File: config.mk
export PLATFORM = sky130hd
export DESIGN_NAME = compact_instruction_packer
export DESIGN_NICKNAME = d
export VERILOG_FILES = /design/src/rtl/compact_instruction_packer.sv
export SDC_FILE = /design/constraint.sdc
export NUM_CORES = 1
export LEC_CHECK = 0
export BUFFER_PORTS_ARGS = -buffer_cell sky130_fd_sc_hd__buf_4
export CELL_PAD_IN_SITES_DETAIL_PLACEMENT = 0
export CELL_PAD_IN_SITES_GLOBAL_PLACEMENT = 1
export CORE_MARGIN = 4
export CORE_UTILIZATION = 41
export DETAILED_ROUTE_END_ITERATION = 6
export GPL_ROUTABILITY_DRIVEN = 1
export PLACE_DENSITY = 0.82
export SETUP_SLACK_MARGIN = 0.02
export SKIP_CTS_REPAIR_TIMING = 1
export SYNTH_ARGS = -nofsm -noshare
export SYNTH_HDL_FRONTEND = slang
export SYNTH_SLANG_ARGS = --single-unit
File: constraint.sdc
create_clock -name clock -period 2.6 [get_ports clock]
set_input_delay 0.52 -clock clock [delete_from_list [all_inputs] [get_ports clock]]
set_output_delay 0.52 -clock clock [all_outputs]
set_load 0.02 [all_outputs]
File: src/rtl/compact_instruction_packer.sv
// Rewrites RV32I instructions that have an RVC equivalent into 16-bit parcels and packs
// the resulting 16/32-bit parcels little-endian into an aligned 32-bit word stream.
module compact_instruction_packer #(
  parameter bit ENABLE_COMPACTION = 1'b1,
  parameter int COUNTER_WIDTH     = 16
) (
  input  logic                     clock,
  input  logic                     reset,
  input  logic                     inValid,
  output logic                     inReady,
  input  logic [31:0]              inInstruction,
  input  logic                     flush,
  output logic                     outValid,
  input  logic                     outReady,
  output logic [31:0]              outWord,
  output logic                     illegalInput,
  output logic [COUNTER_WIDTH-1:0] compactedCount
);

  typedef enum logic {EMPTY, HALF} packState;

  packState    state;
  logic [15:0] hold;

  logic [6:0] opcode, funct7;
  logic [4:0] rd, rs1, rs2;
  logic [2:0] funct3;
  logic       rdC, rs1C, rs2C, immSmall, lwOffOk, swOffOk;
  logic [5:0] imm6;
  logic [4:0] offL, offS;

  assign opcode = inInstruction[6:0];
  assign rd     = inInstruction[11:7];
  assign funct3 = inInstruction[14:12];
  assign rs1    = inInstruction[19:15];
  assign rs2    = inInstruction[24:20];
  assign funct7 = inInstruction[31:25];

  assign rdC  = (rd[4:3] == 2'b01);
  assign rs1C = (rs1[4:3] == 2'b01);
  assign rs2C = (rs2[4:3] == 2'b01);

  // I-immediate fits in 6 signed bits when imm[11:5] is pure sign extension
  assign immSmall = (&inInstruction[31:25]) | ~(|inInstruction[31:25]);
  assign imm6     = inInstruction[25:20];

  // word offsets 0..124: off[6:2] kept, everything above and below must be zero
  assign offL    = inInstruction[26:22];
  assign offS    = {inInstruction[26:25], inInstruction[11:9]};
  assign lwOffOk = (inInstruction[31:27] == 5'd0) && (inInstruction[21:20] == 2'd0);
  assign swOffOk = (inInstruction[31:27] == 5'd0) && (inInstruction[8:7] == 2'd0);

  logic        canCompress;
  logic [15:0] cParcel;
  logic        aluHit;
  logic [1:0]  aluOp;

  always_comb begin
    aluHit = 1'b0;
    aluOp  = 2'b00;
    if (funct7 == 7'b0100000 && funct3 == 3'b000) begin aluHit = 1'b1; aluOp = 2'b00; end
    else if (funct7 == 7'b0000000 && funct3 == 3'b100) begin aluHit = 1'b1; aluOp = 2'b01; end
    else if (funct7 == 7'b0000000 && funct3 == 3'b110) begin aluHit = 1'b1; aluOp = 2'b10; end
    else if (funct7 == 7'b0000000 && funct3 == 3'b111) begin aluHit = 1'b1; aluOp = 2'b11; end
  end

  always_comb begin
    canCompress = 1'b0;
    cParcel     = 16'h0000;
    case (opcode)
      7'b0010011: begin
        if (inInstruction == 32'h0000_0013) begin
          canCompress = 1'b1;
          cParcel     = 16'h0001;
        end else if (funct3 == 3'b000 && rd == rs1 && rd != 5'd0 && immSmall && imm6 != 6'd0) begin
          canCompress = 1'b1;
          cParcel     = {3'b000, imm6[5], rd, imm6[4:0], 2'b01};
        end else if (funct3 == 3'b111 && rd == rs1 && rdC && immSmall) begin
          canCompress = 1'b1;
          cParcel     = {3'b100, imm6[5], 2'b10, rd[2:0], imm6[4:0], 2'b01};
        end
      end
      7'b0110011: begin
        if (rd == rs1 && funct7 == 7'd0 && funct3 == 3'b000 && rd != 5'd0 && rs2 != 5'd0) begin
          canCompress = 1'b1;
          cParcel     = {4'b1001, rd, rs2, 2'b10};
        end else if (rd == rs1 && rdC && rs2C && aluHit) begin
          canCompress = 1'b1;
          cParcel     = {6'b100011, rd[2:0], aluOp, rs2[2:0], 2'b01};
        end
      end
      7'b0000011: begin
        if (funct3 == 3'b010 && rdC && rs1C && lwOffOk) begin
          canCompress = 1'b1;
          cParcel     = {3'b010, offL[3:1], rs1[2:0], offL[0], offL[4], rd[2:0], 2'b00};
        end
      end
      7'b0100011: begin
        if (funct3 == 3'b010 && rs1C && rs2C && swOffOk) begin
          canCompress = 1'b1;
          cParcel     = {3'b110, offS[3:1], rs1[2:0], offS[0], offS[4], rs2[2:0], 2'b00};
        end
      end
      default: ;
    endcase
  end

  logic slotFree, accept, legal, compressible;

  assign slotFree     = !outValid || outReady;
  assign inReady      = slotFree && !flush;
  assign accept       = inValid && inReady;
  assign legal        = (inInstruction[1:0] == 2'b11);
  assign compressible = ENABLE_COMPACTION && canCompress;

  always_ff @(posedge clock or negedge reset) begin
    if (!reset) begin
      state          <= EMPTY;
      hold           <= '0;
      outWord        <= '0;
      outValid       <= 1'b0;
      illegalInput   <= 1'b0;
      compactedCount <= '0;
    end else begin
      illegalInput <= 1'b0;
      if (outValid && outReady) outValid <= 1'b0;
      if (accept) begin
        if (!legal) begin
          illegalInput <= 1'b1;
        end else if (compressible) begin
          if (compactedCount != '1) compactedCount <= compactedCount + COUNTER_WIDTH'(1);
          if (state == EMPTY) begin
            hold  <= cParcel;
            state <= HALF;
          end else begin
            outWord  <= {cParcel, hold};
            outValid <= 1'b1;
            state    <= EMPTY;
          end
        end else if (state == EMPTY) begin
          outWord  <= inInstruction;
          outValid <= 1'b1;
        end else begin
          // misaligned 32-bit: low half completes this word, high half becomes the new pending parcel
          outWord  <= {inInstruction[15:0], hold};
          hold     <= inInstruction[31:16];
          outValid <= 1'b1;
        end
      end else if (flush && slotFree && state == HALF) begin
        outWord  <= {16'h0001, hold};
        outValid <= 1'b1;
        state    <= EMPTY;
      end
    end
  end

endmodule

==> results by group <==
Global routing
  • Vias in the first global route: between 4000 and 5000
  • First-pass GRT wire length: 24.42 mm
  • Gr busiest metal: met2
  • Grt ovf: 0
  • Largest net degree at the start of global routing: a little under 70
  • GR Layer Usage met1: 0.3811
  • Grt met3 use: 0.07165
  • GRT Total Usage: 0.2817
  • Initial antenna violation count: 0
  • Met2 GRT Util: 0.4371

Timing
  • RSZ-0062 raised after global routing: true
  • Final setup viols: 64
  • Slew @ Worst Pin: ~0.85 ns
  • Clk_skew: ~0.011 ns
  • Max Fclk: 317.7 MHz
  • Worst slew margin: 0.4332
  • Crit share post-route: 1.211
  • Hold Fails Final Rpt: 0
  • Minimum clock period: 3.148 ns
  • Final WS setup: -0.5475 ns
  • Setup TNS Final: -25.12 ns
  • Slew Limit Fails: 0

Logic synthesis
  • Synth top area cells: dfrtp_1 42%, nand2_1 5.8%, a21oi_1 4.2%, nor2_1 4.2%, xnor2_1 3.3%
  • Post-synth top area share: 0.4239
  • Library cells used by synthesis: 66
  • Fraction of registers with async set or reset after synthesis: 1.000
  • Top FF cell, synth: dfrtp_1
  • Syn Std Cell Area: a little under 4000 um2
  • EDFF count, synth: 0
  • Mapped Nets: about 470
  • Mean area per synthesized cell: around 9 um2
  • Yosys reg bits: between 60 and 70
  • Synth warn: 0
  • Share of the yosys chip area belonging to registers: 0.4239
  • Cell accounting for the most synthesized area: dfrtp_1
  • Mapped Cells: between 400 and 500

Cells and area
  • Synthesis-to-layout area growth: 57.86%
  • Fillers: 791
  • Final Util: 0.6693
  • Most common cell after layout, fill and taps aside: buf_4
  • Reg area: 1677 um2
  • Share of layout cells above drive strength 1: 0.4906
  • Final Non-Filler Cells: between 700 and 800
  • Layout Nets: roughly 670
  • Area of the multi-input gates: 2520 um2
  • Antenna cells: 0
  • Most frequent cells in the layout: 197 x buf_4, 67 x dfrtp_1, 50 x nand2_1

Floorplan
  • Die area: 11280 um2
  • Initial core utilization: 0.4240
  • Die extent in y: around 110 um
  • Row count: 35
  • CORE AREA: between 9000 and 10000 um2
  • IO Count: approximately 90
  • Die Span X: roughly 110 um

Routing
  • Post-route ant nets: 0
  • Iter 0 DRT Violations: between 400 and 500
  • Overall routed net length: 16.47 mm
  • Routed vias/inst: around 5.8
  • First drt pass iteration count: 5
  • Routed len/inst: between 20 and 25 um
  • Vias: around 4400
  • DRC viols: 0

Placement
  • Pre-CTS WS: -0.9552 ns
  • Routability Congestion: around 1
  • Port Buffer Count: slightly below 90
  • Placed insts: about 740
  • DP HPWL: roughly 12 mm

Clock tree
  • Clk slew on worst S/H paths: roughly 0.080 ns
  • TritonCTS clock tree: yes
  • CTS H-Tree Depth: 3
  • Worst skew pair latency: around 0.36 ns
  • Sink Count: 67
  • Clock root cell: clkbuf_8
  • Largest buffer count on any clock path: 2
  • Num CTS Buffers: 9

Critical path
  • Critical path launch point: inInstruction[27]
  • Critical path fanouts, max: 4
  • Crit-path max cell delay: roughly 0.55 ns
  • Setup Crit Path Kind: primary input to flip-flop
  • CP Depth: 12
  • Worst Setup Start Kind: primary input
  • Crit path max-delay family: simple AND/OR/NAND/NOR gates
  • Crit path required time: between 2 and 3 ns
  • CP most frequent cell: or4_4
  • Crit-path cells: buf_6 -> or4_4 -> or4_4 -> nor4_4 -> nor4b_4 -> a2111oi_4 -> inv_2 -> ha_4 -> nor3_4 -> o21a_2 -> and3_4 -> a221o_1
  • Arrival @ worst endpoint: 3.38 ns
  • Worst path slowest cell: or4_4
  • CP Capture Point: outWord[23]$_DFFE_PN0P_
  • Internal reg-to-reg setup slack: 0 ns
  • WP buf/inv: 2
  • Worst reg2reg path startpoint: compactedCount[3]$_DFFE_PN0P_
  • R2r worst-path depth: 9
  • R2R Path End: compactedCount[11]$_DFFE_PN0P_
  • CP endpoint kind: flip-flop

Pwr
  • Overall Power: ~2.8 mW
  • Peak supply drop: ~0.33 mV
  • Leak pwr: between 2 and 3 nW
  • Pwr per Cell Area: 453.3 nW/um2

Status
  • Status: complete, but fails checks
  • Failing checks: setup timing

Worst hold path
  • HP Class: primary input to asynchronous set/reset pin

Run
  • Max-Cap Viols: 0
state kept, by name, summed over array words and instances, names as in the netlist:
signal,flops
outWord,32
outValid,1
state,1
compactedCount,16
hold,16
illegalInput,1
per-layer routing:
metal | vias to the layer above | wire length (um)
met5 | - | 0
met4 | 0 | 451
met3 | 37 | 1436
met2 | 250 | 7603
met1 | 2147 | 6974
li1 | 2005 | -
per-stage QoR:
| step | area [um2] | hold slack, ns |
|---|---|---|
| after floorplan | 4101 | 0.2244 |
| after global placement | 5634 | 0.4601 |
| after detailed placement | 5634 | 0.4650 |
| after CTS | 5836 | 0.2985 |
| after global routing | 6243 | 0.3283 |
| final | 6243 | 0.2510 |
report_power, final:
group,switching (mW),leakage (nW),internal [mW]
Clock,0.440,0.0987,0.469
Sequential,0.0730,0.875,1.14
Combinational,0.390,1.92,0.317
synthesized netlist by cell type, types with 5 or more instances:
library cell,n
nand3_1,13
xnor2_1,15
clkbuf_1,17
nand2_1,61
and3_1,6
o21ai_0,17
nand4_1,12
o21ai_1,5
a21oi_1,33
a221oi_1,5
mux2i_1,7
nor2b_1,5
nor3_1,8
nor2_1,44
a22o_1,5
dfrtp_1,67
mux2_2,6
a31oi_1,15
xor2_1,6
worst min path at each step:
stage	startpoint	end	depth (start not counted)
global placement	hold[13]$_DFFE_PN0P_	hold[13]$_DFFE_PN0P_	2
global route	reset	outWord[7]$_DFFE_PN0P_	1
floorplan	reset	compactedCount[0]$_DFFE_PN0P_	0
detailed placement	hold[13]$_DFFE_PN0P_	hold[13]$_DFFE_PN0P_	2
CTS	reset	outWord[7]$_DFFE_PN0P_	1
finish	reset	outWord[7]$_DFFE_PN0P_	1
cell families after synthesis:
group,after synthesis,share of synthesized area
AO/OA/AOI/OAI,116,0.2091
adder cells (fa/ha/maj),2,0.006326
buffers and inverters,25,0.02784
XOR/XNOR,21,0.04651
multiplexers,13,0.03480
AND/OR/NAND/NOR,189,0.2515
flip-flops,67,0.4239
worst reg2reg max path, delay by kind of cell (launching register included):
kind	cells	cell delay, ns
buffers and inverters	1	0.18
flip-flops	1	0.44
XOR/XNOR	1	0.12
AND/OR/NAND/NOR	6	1.42
AO/OA/AOI/OAI	1	0.33
area by class of cell:
class | count | area share
Multi-Input combinational cell | 342 | 0.4036
Sequential cell | 67 | 0.2685
Inverter | 5 | 0.003006
Clock buffer | 10 | 0.02204
Tap cell | 129 | 0.02585
Clock inverter | 6 | 0.01022
Timing Repair Buffer | 210 | 0.2667
(Power assumes the default switching activity.)
